$ cat src/rtl/mem_io_bridge_if.sv
// Byte-wide CPU memory port plus the RAM and UART side-band signals of the memory/IO bridge.
// The bridge takes the slave view; the CPU, RAM and UART environment takes the master view.
interface mem_io_bridge_if;
    logic        rdy_in;
    logic [31:0] cpu_a;
    logic [7:0]  cpu_dout;
    logic        cpu_wr;
    logic [7:0]  cpu_din;
    logic        io_buffer_full;
    logic [16:0] ram_a;
    logic [7:0]  ram_din;
    logic        ram_we;
    logic [7:0]  ram_dout;
    logic [7:0]  rx_data;
    logic        rx_valid;
    logic        rx_pop;
    logic [7:0]  tx_data;
    logic        tx_valid;
    logic        tx_ready;
    logic        program_end;

    modport slave (
        input  rdy_in, cpu_a, cpu_dout, cpu_wr, ram_dout, rx_data, rx_valid, tx_ready,
        output cpu_din, io_buffer_full, ram_a, ram_din, ram_we, rx_pop, tx_data, tx_valid,
               program_end
    );

    modport master (
        output rdy_in, cpu_a, cpu_dout, cpu_wr, ram_dout, rx_data, rx_valid, tx_ready,
        input  cpu_din, io_buffer_full, ram_a, ram_din, ram_we, rx_pop, tx_data, tx_valid,
               program_end
    );
endinterface

$ cat src/rtl/mem_io_bridge.sv
// Memory/IO bridge: decodes CPU accesses into RAM or the IO window, returns read data one
// cycle later, buffers UART output in a tagged TX FIFO and flags program end.
module mem_io_bridge #(
    parameter int TX_DEPTH_LOG = 4,
    parameter int FULL_MARGIN  = 2
) (
    input  logic          clk_in,
    input  logic          rst_in,
    mem_io_bridge_if.slave bus
);
    localparam int DEPTH = 1 << TX_DEPTH_LOG;
    localparam logic [TX_DEPTH_LOG:0] DEPTH_CNT  = (TX_DEPTH_LOG + 1)'(DEPTH);
    localparam logic [TX_DEPTH_LOG:0] FULL_LEVEL = (TX_DEPTH_LOG + 1)'(DEPTH - FULL_MARGIN);

    typedef enum logic [2:0] {
        SEL_RAM,
        SEL_RX,
        SEL_CNT0,
        SEL_CNT1,
        SEL_CNT2,
        SEL_CNT3,
        SEL_ZERO
    } sel_t;

    typedef struct packed {
        logic       end_tag;
        logic [7:0] data;
    } tx_entry_t;

    // Address decode
    logic io;
    logic off_rx;
    logic off_cnt;
    logic rd_en;
    logic wr_en;
    logic snap_load;
    logic unused_addr_bits;

    assign io        = (bus.cpu_a[17:16] == 2'b11);
    assign off_rx    = io && (bus.cpu_a[15:0] == 16'h0000);
    assign off_cnt   = io && (bus.cpu_a[15:2] == 14'h0001);
    assign rd_en     = bus.rdy_in & ~bus.cpu_wr;
    assign wr_en     = bus.rdy_in & bus.cpu_wr;
    assign snap_load = rd_en & off_cnt & (bus.cpu_a[1:0] == 2'b00);
    assign unused_addr_bits = ^bus.cpu_a[31:18];

    assign bus.ram_a   = bus.cpu_a[16:0];
    assign bus.ram_din = bus.cpu_dout;
    assign bus.ram_we  = wr_en & ~io;
    assign bus.rx_pop  = rd_en & off_rx & bus.rx_valid;

    // Read-source selection
    sel_t        sel_q;
    sel_t        sel_d;
    logic [7:0]  rx_q;
    logic [31:0] cycle_cnt;
    logic [31:0] snap;
    logic [7:0]  din_mux;

    // NOTE: every signal written in an always_comb gets a default first, so no path can
    // leave it unassigned and infer a latch.
    always_comb begin
        sel_d = sel_q;
        if (rd_en) begin
            if (!io) begin
                sel_d = SEL_RAM;
            end else if (off_rx) begin
                sel_d = bus.rx_valid ? SEL_RX : SEL_ZERO;
            end else if (off_cnt) begin
                case (bus.cpu_a[1:0])
                    2'd0:    sel_d = SEL_CNT0;
                    2'd1:    sel_d = SEL_CNT1;
                    2'd2:    sel_d = SEL_CNT2;
                    default: sel_d = SEL_CNT3;
                endcase
            end else begin
                sel_d = SEL_ZERO;
            end
        end
    end

    always_comb begin
        din_mux = 8'h00;
        case (sel_q)
            SEL_RAM:  din_mux = bus.ram_dout;
            SEL_RX:   din_mux = rx_q;
            SEL_CNT0: din_mux = snap[7:0];
            SEL_CNT1: din_mux = snap[15:8];
            SEL_CNT2: din_mux = snap[23:16];
            SEL_CNT3: din_mux = snap[31:24];
            default:  din_mux = 8'h00;
        endcase
    end

    assign bus.cpu_din = din_mux;

    // TX FIFO
    tx_entry_t                 fifo_mem [DEPTH];
    logic [TX_DEPTH_LOG-1:0]   head;
    logic [TX_DEPTH_LOG-1:0]   tail;
    logic [TX_DEPTH_LOG:0]     count;
    logic [TX_DEPTH_LOG:0]     count_next;
    logic                      full_q;
    logic                      end_pending;
    logic                      end_q;
    logic                      push_char;
    logic                      push_end;
    logic                      push;
    logic                      pop;
    tx_entry_t                 head_entry;
    tx_entry_t                 push_entry;

    assign push_char  = wr_en & off_rx & (bus.cpu_dout != 8'h00);
    // The end marker bypasses the zero filter and may be queued only once per program.
    assign push_end   = wr_en & off_cnt & (bus.cpu_a[1:0] == 2'b00) & ~end_pending & ~end_q;
    assign bus.tx_valid = (count != '0);
    assign pop        = bus.tx_valid & bus.tx_ready;
    // A push into a full FIFO still lands when the head leaves on the same edge.
    assign push       = (push_char | push_end) & ((count != DEPTH_CNT) | pop);
    assign head_entry = fifo_mem[head];
    assign push_entry = '{end_tag: push_end, data: (push_end ? 8'h00 : bus.cpu_dout)};

    assign bus.tx_data        = bus.tx_valid ? head_entry.data : 8'h00;
    assign bus.io_buffer_full = full_q;
    assign bus.program_end    = end_q;

    always_comb begin
        count_next = count;
        case ({push, pop})
            2'b10:   count_next = count + (TX_DEPTH_LOG + 1)'(1);
            2'b01:   count_next = count - (TX_DEPTH_LOG + 1)'(1);
            default: count_next = count;
        endcase
    end

    // NOTE: the FIFO storage has no reset; tx_valid gates every read of it, so stale
    // contents are never observed and the array can map onto plain RAM.
    always_ff @(posedge clk_in) begin
        if (push) begin
            fifo_mem[tail] <= push_entry;
        end
    end

    // NOTE: sequential state uses non-blocking assignments so every register samples the
    // pre-edge values regardless of statement order.
    always_ff @(posedge clk_in or negedge rst_in) begin
        if (!rst_in) begin
            head        <= '0;
            tail        <= '0;
            count       <= '0;
            full_q      <= 1'b0;
            end_pending <= 1'b0;
            end_q       <= 1'b0;
        end else begin
            if (push) begin
                tail <= tail + TX_DEPTH_LOG'(1);
            end
            if (pop) begin
                head <= head + TX_DEPTH_LOG'(1);
            end
            count  <= count_next;
            full_q <= (count_next >= FULL_LEVEL);
            if (push && push_end) begin
                end_pending <= 1'b1;
            end
            if (pop && head_entry.end_tag) begin
                end_pending <= 1'b0;
                end_q       <= 1'b1;
            end
        end
    end

    // CPU-side state: frozen while rdy_in is low
    always_ff @(posedge clk_in or negedge rst_in) begin
        if (!rst_in) begin
            sel_q     <= SEL_ZERO;
            rx_q      <= 8'h00;
            cycle_cnt <= 32'h0000_0000;
            snap      <= 32'h0000_0000;
        end else begin
            sel_q <= sel_d;
            if (bus.rdy_in) begin
                cycle_cnt <= cycle_cnt + 32'd1;
            end
            if (snap_load) begin
                snap <= cycle_cnt;
            end
            if (bus.rx_pop) begin
                rx_q <= bus.rx_data;
            end
        end
    end
endmodule

$ cat src/flat_wrapper.sv
// flat-port wrapper written by rule: the top's interface ports become plain ports
module mem_io_bridge_flat 
#(
    parameter int TX_DEPTH_LOG = 4,
    parameter int FULL_MARGIN  = 2
)
  (clk_in, rst_in, bus_rdy_in, bus_cpu_a, bus_cpu_dout, bus_cpu_wr, bus_ram_dout, bus_rx_data, bus_rx_valid, bus_tx_ready, bus_cpu_din, bus_io_buffer_full, bus_ram_a, bus_ram_din, bus_ram_we, bus_rx_pop, bus_tx_data, bus_tx_valid, bus_program_end);
  mem_io_bridge_if bus_i ();
  input  logic clk_in;
  input  logic rst_in;
  input wire logic [$bits(bus_i.rdy_in)-1:0] bus_rdy_in;
  input wire logic [$bits(bus_i.cpu_a)-1:0] bus_cpu_a;
  input wire logic [$bits(bus_i.cpu_dout)-1:0] bus_cpu_dout;
  input wire logic [$bits(bus_i.cpu_wr)-1:0] bus_cpu_wr;
  input wire logic [$bits(bus_i.ram_dout)-1:0] bus_ram_dout;
  input wire logic [$bits(bus_i.rx_data)-1:0] bus_rx_data;
  input wire logic [$bits(bus_i.rx_valid)-1:0] bus_rx_valid;
  input wire logic [$bits(bus_i.tx_ready)-1:0] bus_tx_ready;
  output wire logic [$bits(bus_i.cpu_din)-1:0] bus_cpu_din;
  output wire logic [$bits(bus_i.io_buffer_full)-1:0] bus_io_buffer_full;
  output wire logic [$bits(bus_i.ram_a)-1:0] bus_ram_a;
  output wire logic [$bits(bus_i.ram_din)-1:0] bus_ram_din;
  output wire logic [$bits(bus_i.ram_we)-1:0] bus_ram_we;
  output wire logic [$bits(bus_i.rx_pop)-1:0] bus_rx_pop;
  output wire logic [$bits(bus_i.tx_data)-1:0] bus_tx_data;
  output wire logic [$bits(bus_i.tx_valid)-1:0] bus_tx_valid;
  output wire logic [$bits(bus_i.program_end)-1:0] bus_program_end;
  assign bus_i.rdy_in = bus_rdy_in;
  assign bus_i.cpu_a = bus_cpu_a;
  assign bus_i.cpu_dout = bus_cpu_dout;
  assign bus_i.cpu_wr = bus_cpu_wr;
  assign bus_i.ram_dout = bus_ram_dout;
  assign bus_i.rx_data = bus_rx_data;
  assign bus_i.rx_valid = bus_rx_valid;
  assign bus_i.tx_ready = bus_tx_ready;
  assign bus_cpu_din = bus_i.cpu_din;
  assign bus_io_buffer_full = bus_i.io_buffer_full;
  assign bus_ram_a = bus_i.ram_a;
  assign bus_ram_din = bus_i.ram_din;
  assign bus_ram_we = bus_i.ram_we;
  assign bus_rx_pop = bus_i.rx_pop;
  assign bus_tx_data = bus_i.tx_data;
  assign bus_tx_valid = bus_i.tx_valid;
  assign bus_program_end = bus_i.program_end;
  mem_io_bridge #(.TX_DEPTH_LOG(TX_DEPTH_LOG), .FULL_MARGIN(FULL_MARGIN)) u_core (.clk_in(clk_in), .rst_in(rst_in), .bus(bus_i));
endmodule
$ cat config.mk
export PLATFORM = sky130hd
export DESIGN_NAME = mem_io_bridge_flat
export DESIGN_NICKNAME = d
export VERILOG_FILES = /design/src/rtl/mem_io_bridge_if.sv /design/src/rtl/mem_io_bridge.sv /design/src/flat_wrapper.sv
export SDC_FILE = /design/constraint.sdc
export NUM_CORES = 1
export LEC_CHECK = 0
export ABC_AREA = 1
export CAP_MARGIN = 10
export CORE_ASPECT_RATIO = 1.4
export CORE_UTILIZATION = 30
export DETAILED_ROUTE_END_ITERATION = 10
export SLEW_MARGIN = 0
export SYNTH_ARGS = -nofsm -noshare
export SYNTH_HDL_FRONTEND = slang
export SYNTH_SLANG_ARGS = --single-unit
$ cat constraint.sdc
create_clock -name clk_in -period 2.5 [get_ports clk_in]
set_input_delay 0.75 -clock clk_in [delete_from_list [all_inputs] [get_ports clk_in]]
set_output_delay 0.75 -clock clk_in [all_outputs]
set_load 0.02 [all_outputs]
# After elaboration in Yosys (flattened, before gate mapping)

Memory sizes are Yosys's and may differ from the RTL's.
Index checks and enable logic that the tools add are counted.
Widths: inputs -> output; s select.

Add/sub/neg operators: 5
Equal/unequal tests: 12
Reductions and logical operators: 10
Multipliers: 0
Shifts and indexed selects: 0
Order comparisons: 1
Bitwise gates (word level): 21
Div/mod/pow operators: 0
Mux-type cells: 13

Operators by type and width:

| operator              | count |
|---|---|
| $pmux 8 s6            | 1 |
| $add 32x1->32 const B | 1 |
| $logic_not 16->1      | 1 |
| $mux 8                | 2 |
| $and 1x1->1           | 15 |
| $eq 14x1->1 const B   | 1 |
| $mux 3                | 4 |
| $pmux 5 s2            | 1 |
| $pmux 3 s3            | 1 |
| $add 4x1->4 const B   | 2 |
| $reduce_bool 8->1     | 1 |
| $eq 2x2->1 const B    | 3 |
| $eq 3x2->1 const B    | 2 |
| $eq 3x3->1 const B    | 2 |
| $add 5x1->5 const B   | 1 |
| $ge 5x4->1 const B    | 1 |
| $ne 5x5->1 const B    | 1 |
| $reduce_bool 5->1     | 1 |
| $sub 5x1->5 const B   | 1 |
| $eq 2x1->1 const B    | 2 |
| $logic_and 1x1->1     | 4 |
| $mux 1                | 4 |
| $not 1->1             | 4 |
| $eq 3x1->1 const B    | 1 |
| other kinds (4)       | 5 |

Word-level logic and storage cells: 73
Flip-flop bits (word level): 91
Memory bits (writable): 144
Bits in read-only memories: 0
Input port bits: 62
Latch bits: 0
Memories: 1
Output and inout port bits: 46

Memory list:

| memory          | words | width | read ports | clocked after Yosys merged registers in | wr ports | line                | RTL |
|---|---|---|---|---|---|---|---|
| u_core.fifo_mem | 16    | 9     | 1          | 0                                       | 1        | mem_io_bridge.sv:98 | `tx_entry_t fifo_mem [DEPTH];` |

# Logic depth before layout (Yosys ltp)

Gate-level depths: netlist of the first run.

Depth in word-level cells: 11
Gate-level depth with buffers: 17
Gate-level depth less buffers: 17

# Worst setup path before layout of the first run

No wires, ideal clock.

Kind: input port to flip-flop
Start: input port bus_rdy_in
End: register u_core.full_q, in the netlist u_core.bus.io_buffer_full
Data arrival time: 2550 ps
Path slack: -167 ps
Stages: 16
Buffers on the path: 1
Required time: 2383 ps
Library setup time: 117 ps
Path through: buf_4 -> nand2_1 -> inv_1 -> nand2_1 -> nor2_1 -> nand4_1 -> nand3_1 -> inv_1 -> ha_1 -> a21o_1 -> a31oi_1 -> inv_1 -> nand2_1 -> nand3_1 -> nand2_1 -> nand2_1

Cells in the longest elaborated chain, start to end: 10
Elaborated cells between the ends (all ways): 13
Those cells by class: 1 x order compare; 2 x eq/ne; 1 x mux; 9 x bitwise

Ends and longest elaborated chain:

| element                                  | line                 | RTL |
|---|---|---|
| start, declared                          | flat_wrapper.sv:11   | `input wire logic [$bits(bus_i.rdy_in)-1:0] bus_rdy_in;` |
| $and 1x1->1 *                            | mem_io_bridge.sv:43  | `assign wr_en = bus.rdy_in & bus.cpu_wr;` |
| $and 1x1->1 (4 in series)                | mem_io_bridge.sv:115 | `assign push_end = wr_en & off_cnt & (bus.cpu_a[1:0] == 2'b00) & ~end_pending & ~end_q;` |
| $or 1x1->1 *                             | mem_io_bridge.sv:119 | `assign push = (push_char \| push_end) & ((count != DEPTH_CNT) \| pop);` |
| $and 1x1->1 *                            | mem_io_bridge.sv:119 |  |
| $eq 2x1->1 or $eq 2x2->1 (tied branches) | mem_io_bridge.sv:129 | `case ({push, pop})` |
| $pmux 5 s2 *                             | mem_io_bridge.sv:129 |  |
| $ge 5x4->1 *                             | mem_io_bridge.sv:162 | `full_q <= (count_next >= FULL_LEVEL);` |
| end signal, assigned                     | mem_io_bridge.sv:162 |  |
| end, declared                            | mem_io_bridge.sv:103 | `logic full_q;` |

Every way passes the cells marked *; elsewhere a longest branch is shown, timed or not.
A chain may end at the register's enable or synchronous reset.

# Worst setup path after layout of the first run

Start: register u_core.head[0]
End: output port bus_tx_data[6]

Cells in the longest elaborated chain, start to end: 2

Ends and longest elaborated chain:

| element                | line                 | RTL |
|---|---|---|
| start, declared        | mem_io_bridge.sv:99  | `logic [TX_DEPTH_LOG-1:0] head;` |
| start signal, assigned | mem_io_bridge.sv:159 | `head <= head + TX_DEPTH_LOG'(1);` |
| $mem_v2 16x9           | -                    |  |
| $mux 8                 | mem_io_bridge.sv:123 | `assign bus.tx_data = bus.tx_valid ? head_entry.data : 8'h00;` |
| end, declared          | flat_wrapper.sv:25   | `output wire logic [$bits(bus_i.tx_data)-1:0] bus_tx_data;` |

Every way passes these cells.

==> results of run 1 <==
cell usage in the layout, fill, tap and decap left out, types with 9 or more instances in the layout:
cell type        count
buf_12              20
buf_4              138
buf_6               45
clkbuf_16           27
clkdlybuf4s50_1     44
dfrtp_1             87
dlygate4sd2_1       11
edfxtp_1           144
inv_1               83
inv_2               15
nand2_1            121
nand2_2             14
nand3_1             31
nand3_2             13
nand4_1             11
nor2_1             125
nor2_2              13
nor2_4              10
nor3_1               9
o21ai_0             74
o21ai_1             33
o21ai_2             11
o221ai_1            17
o221ai_2            13
xor2_1              39
report_power, final:
| part | switching (mW) | internal (mW) |
|---|---|---|
| registers | 0.174 | 4.30 |
| logic | 2.86 | 2.42 |
| clock network | 1.47 | 2.07 |
| total | 4.50 | 8.79 |
cells by family (layout without fill, tap and decap cells):
kind of cell / after synthesis / after routing
simple gates: 367 / 367
flops: 235 / 235
compound gates: 183 / 183
buf+inv: 166 / 430
xor+xnor: 39 / 39
fa+ha+maj: 10 / 10
routing by layer:
metal | GRT usage | part of all wire | wire length, um
met5 | 0 | 0 | 0
met3 | 0.0184 | 0.035 | 999
met4 | 0.0667 | 0.041 | 1180
met2 | 0.303 | 0.55 | 15700
met1 | 0.180 | 0.38 | 10900
worst paths after layout:
| path | startpoint | end | depth (start not counted) | slack, ps |
|---|---|---|---|---|
| max reg2reg | u_core.count[3]$_DFF_PN0_ | u_core.bus.io_buffer_full$_DFF_PN0_ | 16 | 210 |
| min in group clk_in | u_core.rx_q[1]$_DFFE_PN0P_ | u_core.rx_q[1]$_DFFE_PN0P_ | 2 | 470 |
| min reg2reg | u_core.rx_q[1]$_DFFE_PN0P_ | u_core.rx_q[1]$_DFFE_PN0P_ | 2 | 470 |
| min | rst_in | u_core.snap[25]$_DFFE_PN0P_ | 1 | 130 |
| max | u_core.head[0]$_DFFE_PN0P_ | bus_tx_data[6] | 10 | -360 |
| max in group asynchronous | rst_in | u_core.sel_q[2]$_DFFE_PN1P_ | 2 | 1730 |
flip-flops by register name, indices dropped and copies added (netlist names):
register and count:
u_core.cycle_cnt 32, u_core.sel_q 3, u_core.snap 32, u_core.tail 4
u_core.end_pending 1, u_core.count 5, u_core.fifo_mem 144, u_core.bus.program_end 1
u_core.head 4, u_core.bus.io_buffer_full 1, u_core.rx_q 8
final cells by class:
type | count | area share
Sequential cell | 235 | 0.445
Clock inverter | 14 | 0.00818
Tap cell | 451 | 0.0380
Multi-Input combinational cell | 599 | 0.251
Timing Repair Buffer | 279 | 0.183
Clock buffer | 31 | 0.0444
Inverter | 106 | 0.0296
repair_timing:
item / in CTS / in global routing
endpoints found under the hold margin: 0 / 0
gates resized for setup: 290 / 121
setup buffers: 36 / 13
cloned: 4 / 3
setup endpoints to repair: 192 / 166
hold buffers: 0 / 0
pin swaps: 40 / 65
metrics by stage:
step / power, mW / setup TNS, ps / util / setup slack [ps]
2_1_floorplan: 6.66 / -1750 / - / -35.9
6_report: 13.3 / -4560 / 0.433 / -357
5_1_grt: 13.9 / -5810 / 0.433 / -436
3_5_place_dp: 8.54 / -156410 / 0.376 / -935
3_3_place_gp: 8.49 / -148110 / 0.376 / -888
4_1_cts: 12.8 / -4780 / 0.420 / -374
cell usage after synthesis, types with 7 or more instances:
cell and instances:
a21oi_1 9, a221oi_1 8, a22oi_1 7, buf_2 8, buf_4 26, clkbuf_1 25
dfrtp_1 89, edfxtp_1 144, ha_1 9, inv_1 100, nand2_1 132, nand3_1 47
nand4_1 11, nor2_1 140, nor3_1 15, o21ai_0 102, o21ai_1 17, o221ai_1 30
xor2_1 39
==> results.ini, run 1 <==
[run_status]
outcome = finished with violations
failed_checks = setup timing

[detailed_routing]
drtPass1Iterations = 5
ant_nets = 0
drt_wl_total_mm = 28.8
drtIter0Drc = 559
wire_per_inst_um = 16.8
routed_via_density = 4.73
drc = 0
num_vias = 8115

[setup_path]
slowest_delay_ps = 430
path_class = register to output port
cp.arrival_ps = 2110
cpMostUsedCell = nor2_1
critPathTopFamily = buffers and inverters
cp_num_buf_inv = 4
crit_required_ps = 1750
cp-end-kind = output port
cp_max_fo = 8
startpoint_type = register
crit_slowest_cell = dfrtp_2
crit_chain = buf_12, clkinv_16, buf_8, o21ai_0, o22ai_1, nor2_1, nor2_1, o21ai_2, a21oi_2, buf_4

[synth]
async_flop_share = 0.387
synth_edf_count = 144
syn-cell-area_sq_um = 10500
avgSynthCellArea_sq_um = 10.5
muxShareOfSynthArea = 0
yosysTopAreaCellShare = 0.413
seq_area_frac_synth = 0.631
ys_types = 36
synth-compound-area-share = 0.104
synthTopCellsByArea = edfxtp_1, dfrtp_1, nor2_1
synth_warnings = 0
synth_top_family_by_area = simple AND/OR/NAND/NOR gates
synth-simple-area-share = 0.150
synth-seq-cells = 235
yosys.area.top_type = edfxtp_1
synth_ff_type = edfxtp_1
synth.net_count = 1072
synth_xor_area_frac = 0.0326
netlist_instances = 1000
synthAdderAreaFrac = 0.0127

[placement]
dp_cells = 1623
dp_hpwl_mm = 19.3
placed_area_sq_um = 12900
place_congestion = 0.813
port_buffers = 93

[floorplanning]
die-width_um = 160
die_h_um = 223
pin_count = 108
die-area_sq_um = 35700
core_sq_um = 34200
initial_utilization = 0.306
rows = 80

[cells_and_area]
fin_area_sq_um = 14800
multiInputGateArea_sq_um = 3730
nFillCells = 3203
stdcell_count = 1715
nNetsFinal = 1318
drive_gt1_frac = 0.314
antenna_cells = 0
syn_to_final_growth_pct = 41.7
seqCellArea_sq_um = 6610

[clock_network]
cts_tree = built
clk_latency_ps = 510
root_buffer = clkbuf_16
clkTransAtPathRegs_ps = 60
cts_buffers = 25
cts_sinks = 235
htreeDepth = 1
clockBufferDepth = 3

[global_routing]
antenna_found_initial = 0
grt_max_degree = 65
grt-ovfl-total = 0
grt_usage = 0.160
grt_pass1_wl_mm = 44.7
grt_pass1_vias = 8372

[job]
maxCapViolCount = 0

[sta]
fin_crit_ps = 2860
setup_ws_ps = -357
finalHoldViolCount = 0
fin_hold_ws_ps = 133
worst_pin_slew_ps = 448
min_period_over_period = 1.14
finalClockSkew_ps = 14.9
rsz0062_at_grt = true
slew_headroom = 0.698
finalMaxSlewViolations = 0
fmax_mhz = 350
setup_violations = 16

[worst_hold_path]
min_path_type = input port to async pin

[power]
power.leakage_nw = 6.07
powerDensity_nw_per_um2 = 895
vdd_ir_drop_max_v = 0.000569

Note: power is estimated with default switching activity, not from simulation.
==> run 2: changes to the inputs <==
--- a/config.mk
+++ b/config.mk
@@ -8,9 +8,10 @@
 export ABC_AREA = 1
 export CAP_MARGIN = 10
 export CORE_ASPECT_RATIO = 1.4
-export CORE_UTILIZATION = 30
+export CORE_UTILIZATION = 50
 export DETAILED_ROUTE_END_ITERATION = 10
-export SLEW_MARGIN = 0
+export PLACE_DENSITY = 0.72
+export SLEW_MARGIN = 15
 export SYNTH_ARGS = -nofsm -noshare
 export SYNTH_HDL_FRONTEND = slang
 export SYNTH_SLANG_ARGS = --single-unit
==> run 2 against run 1 <==
Effect of this change: the flow still finishes with violations (setup timing); routed wire length shrank 3.3%; clock power grew 6%; largest cell class unchanged; die area shrank 40%.
==> results.ini, run 2 (synthesis gave the netlist of run 1 again) <==
[worst_hold_path]
min_path_type = input port to async pin

[global_routing]
grt_pass1_vias = 8486  ; +1.4%
grt_usage = 0.257  ; +0.0969
grt-ovfl-total = 0  ; unchanged
antenna_found_initial = 0  ; unchanged
grt_max_degree = 65  ; unchanged
grt_pass1_wl_mm = 43.4  ; -2.9%

[job]
maxCapViolCount = 0  ; unchanged

[sta]
finalHoldViolCount = 0  ; unchanged
fin_crit_ps = 2890  ; +37.4 ps
finalClockSkew_ps = 14.7  ; -0.172 ps
slew_headroom = 0.663  ; -0.0351
fin_hold_ws_ps = 160  ; +28.0 ps
finalMaxSlewViolations = 0  ; unchanged
setup_ws_ps = -394  ; -37.4 ps
rsz0062_at_grt = true
fmax_mhz = 346  ; -1.3%
setup_violations = 17  ; +1
min_period_over_period = 1.16  ; +0.0150
worst_pin_slew_ps = 505  ; +56.3 ps

[cells_and_area]
top_register = u_core.fifo_mem
multiInputGateArea_sq_um = 3650  ; -2.1%
antenna_cells = 0  ; unchanged
nNetsFinal = 1291  ; -2.0%
largestRegisters = u_core.fifo_mem x144, u_core.cycle_cnt x32, u_core.snap x32
drive_gt1_frac = 0.287  ; -0.0274
final_util = 0.695  ; +0.262
nFillCells = 1403  ; -56%
syn_to_final_growth_pct = 36.5
largest_reg_flops = 144  ; unchanged
final_cell_mix = edfxtp_1, nor2_1, nand2_1, buf_4
layout_commonest_cell = edfxtp_1
seqCellArea_sq_um = 6610  ; unchanged

[detailed_routing]
ant_nets = 0  ; unchanged
drc = 0  ; unchanged
drtPass1Iterations = 5  ; unchanged
wire_per_inst_um = 18.7  ; +11%
num_vias = 8258  ; +1.8%
drt_wl_total_mm = 27.9  ; -3.3%
routed_via_density = 5.54  ; +17%
drtIter0Drc = 559  ; unchanged

[placement]
dp_hpwl_mm = 18.1  ; -6.4%
port_buffers = 93  ; unchanged
dp_slack_ps = -860  ; +74.7 ps
place_congestion = 0.872  ; +7.3%

[setup_path]
cp_max_fo = 6  ; -2
slowest_delay_ps = 440  ; about the same
worst_r2r_path_depth = 18  ; +2
cp-end-kind = output port
crit_chain = inv_4, buf_12, buf_12, buf_6, nor2_1, o221ai_2, nand3_1, a21oi_2, buf_4
rrSetupSlack_ps = 150  ; -60 ps
path_class = register to output port
cp.arrival_ps = 2140  ; +30 ps
crit_slowest_cell = dfrtp_2
startpoint_type = register
r2r-start = u_core.count[2]$_DFF_PN0_
crit_required_ps = 1750  ; about the same
r2r_end = u_core.bus.io_buffer_full$_DFF_PN0_
cpMostUsedCell = buf_12

[run_status]
failed_checks = setup timing
outcome = finished with violations

[floorplanning]
die-area_sq_um = 21500  ; -40%
die_h_um = 173  ; -22%
core_sq_um = 20600  ; -40%
die-width_um = 124  ; -22%
initial_utilization = 0.509  ; +0.203
pin_count = 108  ; unchanged
rows = 62  ; -23%

[clock_network]
cts_sinks = 235  ; unchanged
htreeDepth = 1  ; unchanged
cts_tree = built
clockBufferDepth = 3  ; unchanged
cts_buffers = 23  ; -8.0%
root_buffer = clkbuf_16
clkTransAtPathRegs_ps = 70  ; about the same
clk_latency_ps = 500  ; about the same

[power]
power_mw = 13.1  ; -1.5%
vdd_ir_drop_max_v = 0.000586  ; +3.0%
powerDensity_nw_per_um2 = 916  ; +2.3%
power.leakage_nw = 5.96  ; -1.9%

==> run 2: cell count changes in the layout (fill, tap and decap cells not counted), moves of 4 or more <==
cell      change
o21ai_1       -6
o21ai_0       +8
nand2_1       +4
clkinv_1      -4
buf_4        -18
clkinv_2      -5
buf_6         -7
inv_1         +4
==> run 2: layout make-up <==
| cell class | instances | share of cell area |
|---|---|---|
| clock buffer | 32 | 0.0469 |
| clock inverter | 9 | 0.0109 |
| inverter | 106 | 0.0282 |
| multi-input combinational | 599 | 0.255 |
| sequential | 235 | 0.462 |
| tap | 256 | 0.0224 |
| timing repair buffer | 254 | 0.174 |
==> run 2: worst max-delay path by stage <==
stage | start | to | slack (ps) | cells past startpoint
CTS | u_core.head[0]$_DFFE_PN0P_ | bus_tx_data[7] | -370 | 9
global route | u_core.head[0]$_DFFE_PN0P_ | bus_tx_data[2] | -460 | 9
finish | u_core.head[0]$_DFFE_PN0P_ | bus_tx_data[2] | -390 | 9
global placement | bus_cpu_a[11] | bus_rx_pop | -840 | 10
detailed placement | bus_cpu_a[10] | bus_rx_pop | -860 | 10
floorplan | bus_rdy_in | u_core.fifo_mem[15][0]$_DFFE_PP_ | -40 | 11
==> run 2: per-layer routing <==
layer / GRT usage / wire length, um
met3: 0.0309 / 1310
met2: 0.488 / 15400
met4: 0.131 / 1220
met5: 0 / 0
met1: 0.277 / 9910
==> run 2: through the flow <==
| stage | TNS, ps | instances | area, sq um |
|---|---|---|---|
| 3_3_place_gp | -150340 | 1419 | 12600 |
| 6_report | -4620 | 1491 | 14300 |
| 5_1_grt | -6090 | 1491 | 14300 |
| 4_1_cts | -4460 | 1487 | 14000 |
| 3_5_place_dp | -160140 | 1419 | 12600 |
| 2_1_floorplan | -1750 | 1000 | 10500 |
==> run 2: worst max-delay path, delay by kind of cell (launching register included) <==
family,cells,cell delay [ps]
AND/OR/NAND/NOR,2,230
buffers and inverters,5,600
flip-flops,1,440
AO/OA/AOI/OAI,2,370
==> run 2: where the power goes <==
group | switching, mW | internal, mW
Clock | 1.44 | 2.29
Combinational | 2.71 | 2.16
Sequential | 0.184 | 4.30
==> run 2: repair_timing <==
item | in CTS | in global routing
pin swaps | 53 | 51
setup endpoints to repair | 192 | 68
gates cloned | 2 | 1
hold buffers | 0 | 0
resized for setup | 277 | 77
setup buffers | 27 | 3
==> run 3: changes to the inputs <==
--- a/config.mk
+++ b/config.mk
@@ -6,11 +6,11 @@
 export NUM_CORES = 1
 export LEC_CHECK = 0
 export ABC_AREA = 1
-export CAP_MARGIN = 10
+export CAP_MARGIN = 20
 export CORE_ASPECT_RATIO = 1.4
 export CORE_UTILIZATION = 50
 export DETAILED_ROUTE_END_ITERATION = 10
-export PLACE_DENSITY = 0.72
+export DONT_BUFFER_PORTS = 1
 export SLEW_MARGIN = 15
 export SYNTH_ARGS = -nofsm -noshare
 export SYNTH_HDL_FRONTEND = slang
==> run 3 against run 2 <==
Effect of this change: the flow finishes with violations (hold timing, setup timing); sequential power about the same; non-clock buffer count is 137 lower; maximum frequency fell by 0.19%; hold slack lost 220 ps; global-route usage down 1.3 points; clock power decreased by 12%; clock-buffer cell count unchanged; routed wire length fell by 6.9%; largest cell class unchanged; largest power group is now registers.
==> results.ini, run 3 (synthesis gave the netlist of run 1 again) <==
[clock_network]
root_buffer = clkbuf_16
clk_latency_ps = 510  ; about the same
cts_tree = built
clockBufferDepth = 3  ; unchanged
cts_buffers = 23  ; unchanged
clkTransAtPathRegs_ps = 60  ; about the same
htreeDepth = 1  ; unchanged
cts_sinks = 235  ; unchanged

[setup_path]
startpoint_type = register
cp-end-kind = output port
crit_slowest_cell = dfrtp_1
cp_max_fo = 22  ; +16
critPathTopFamily = compound AO/OA/AOI/OAI gates
cp.arrival_ps = 2150  ; about the same
path_class = register to output port
cpMostUsedCell = nor2_1
crit_chain = buf_6, o21ai_0, o22ai_2, nor2_1, nor2_1, o21ai_2, a21oi_2, buf_4
crit_required_ps = 1750  ; about the same
slowest_delay_ps = 390  ; -50 ps
cp_num_buf_inv = 2  ; -3

[sta]
fmax_mhz = 345  ; -0.19%
finalHoldViolCount = 89  ; +89
fin_crit_ps = 2900  ; +5.39 ps
fin_hold_ws_ps = -59.8  ; -220 ps
rsz0062_at_grt = true
setup_violations = 16  ; -1
finalClockSkew_ps = 19.9  ; +5.17 ps
worst_pin_slew_ps = 1110  ; +605 ps
setup_ws_ps = -399  ; -5.39 ps
setup_tns_ps = -4010  ; +610 ps
slew_headroom = 0.258  ; -0.406
min_period_over_period = 1.16  ; +0.00216
finalMaxSlewViolations = 0  ; unchanged

[power]
p_int_mw = 8.14  ; -7.0%
power.leakage_nw = 5.26  ; -12%
p_sw_mw = 4.10  ; -5.5%
comb_power_share = 0.365  ; -0.007
p_seq_frac = 0.368  ; +0.026
powerDensity_nw_per_um2 = 947  ; +3.5%
vdd_ir_drop_max_v = 0.000588  ; +0.37%
p_sw_frac = 0.335  ; +0.00351
power_mw = 12.2  ; -6.5%
p_clk_frac = 0.267  ; -0.018

[cells_and_area]
final_cell_mix = edfxtp_1, nand2_1, nor2_1, inv_1, dfrtp_1
seqCellArea_sq_um = 6610  ; unchanged
antenna_cells = 0  ; unchanged
multiInputGateArea_sq_um = 3600  ; -1.2%
largestRegisters = u_core.fifo_mem x144, u_core.cycle_cnt x32, u_core.snap x32
nNetsFinal = 1154  ; -11%
nFillCells = 1585  ; +13%
top_register = u_core.fifo_mem
layout_commonest_cell = edfxtp_1
drive_gt1_frac = 0.222  ; -0.0642
final_util = 0.628  ; -0.0673
largest_reg_flops = 144  ; unchanged
syn_to_final_growth_pct = 23.3

[floorplanning]
rows = 62  ; unchanged
initial_utilization = 0.509  ; unchanged
die_h_um = 173  ; unchanged
core_sq_um = 20600  ; unchanged
pin_count = 108  ; unchanged
die-area_sq_um = 21500  ; unchanged
die-width_um = 124  ; unchanged

[worst_hold_path]
min_path_type = input port to async pin

[detailed_routing]
drtPass1Iterations = 5  ; unchanged
drt_wl_total_mm = 26.0  ; -6.9%
num_vias = 7441  ; -9.9%
wire_per_inst_um = 19.2  ; +2.6%
drtIter0Drc = 430  ; -23%
ant_nets = 0  ; unchanged
routed_via_density = 5.50  ; -0.70%
drc = 0  ; unchanged

[run_status]
failed_checks = hold timing, setup timing
outcome = finished with violations

[global_routing]
grt-ovfl-total = 0  ; unchanged
grt_max_degree = 92  ; +42%
grt_usage = 0.244  ; -0.0130
antenna_found_initial = 0  ; unchanged
grt_pass1_wl_mm = 40.6  ; -6.5%
grt_pass1_vias = 7671  ; -9.6%

[job]
maxCapViolCount = 0  ; unchanged

[placement]
dp_hpwl_mm = 16.4  ; -9.2%
port_buffers = 0  ; -100%
place_congestion = 0.820  ; -6.0%

## run 3: layout make-up
| class | count | area share |
|---|---|---|
| inverter | 106 | 0.0312 |
| clock buffer | 32 | 0.0490 |
| multi-input combinational | 599 | 0.279 |
| tap | 256 | 0.0248 |
| clock inverter | 8 | 0.00513 |
| sequential | 235 | 0.512 |
| timing repair buffer | 117 | 0.0992 |
## run 3: per-stage QoR
stage	setup slack [ps]	hold slack, ps	area (sq um)	instances
3_5_place_dp	-239	457	11100	1271
4_1_cts	-375	-73.5	12700	1338
5_1_grt	-475	-78.0	12900	1353
6_report	-399	-59.8	12900	1353
3_3_place_gp	-243	454	11100	1271
2_1_floorplan	-35.9	442	10500	1000
## run 3: routing by layer
| metal | up-vias | global-route usage | routed length [um] |
|---|---|---|---|
| li1 | 3580 | - | - |
| met1 | 3608 | 0.269 | 9750 |
| met2 | 188 | 0.468 | 14200 |
| met3 | 65 | 0.0281 | 934 |
| met4 | 0 | 0.103 | 1060 |
| met5 | - | 0 | 0 |
## run 3: worst paths after layout
check / slack, ps / from / cells after the start / endpoint
worst max-delay path: -400 / u_core.head[1]$_DFFE_PN0P_ / 8 / bus_tx_data[5]
worst min-delay path: -60 / rst_in / 0 / u_core.cycle_cnt[20]$_DFFE_PN0P_
worst max register to register: 110 / u_core.count[1]$_DFF_PN0_ / 16 / u_core.bus.io_buffer_full$_DFF_PN0_
worst min register to register: 480 / u_core.rx_q[1]$_DFFE_PN0P_ / 2 / u_core.rx_q[1]$_DFFE_PN0P_
max in group asynchronous: 2350 / rst_in / 0 / u_core.sel_q[2]$_DFFE_PN1P_
min in group clk_in: 330 / bus_rdy_in / 1 / u_core.cycle_cnt[0]$_DFFE_PN0P_
## run 3: worst register-to-register path: stages, from the launching register on
cell and delay [ps]:
dfrtp_1 420, nor2_1 130, nand2_1 50, inv_1 90
nand2_1 100, nand2_1 180, inv_1 90, nand3_2 90
inv_2 80, ha_1 360, nand3_1 110, nand3_1 130
xor2_1 180, nand2_1 70, nand2_1 90, nand3_1 70
nand2_1 70
## run 3: power groups by stage
stage / Clock, mW / Sequential (mW) / Combinational [mW]
after floorplan: 0 / 4.52 / 2.14
after global placement: 0 / 4.57 / 3.31
after detailed placement: 0 / 4.57 / 3.36
after CTS: 3.31 / 4.50 / 4.29
after global routing: 3.47 / 4.53 / 4.83
final: 3.27 / 4.50 / 4.47
## run 3: repair_timing
item / CTS / global route
pin swaps: 46 / 24
cloned: 6 / 2
buffers inserted: 24 / 9
hold endpoints to repair: 89 / 89
endpoints found under the setup margin: 16 / 32
resized for setup: 112 / 30
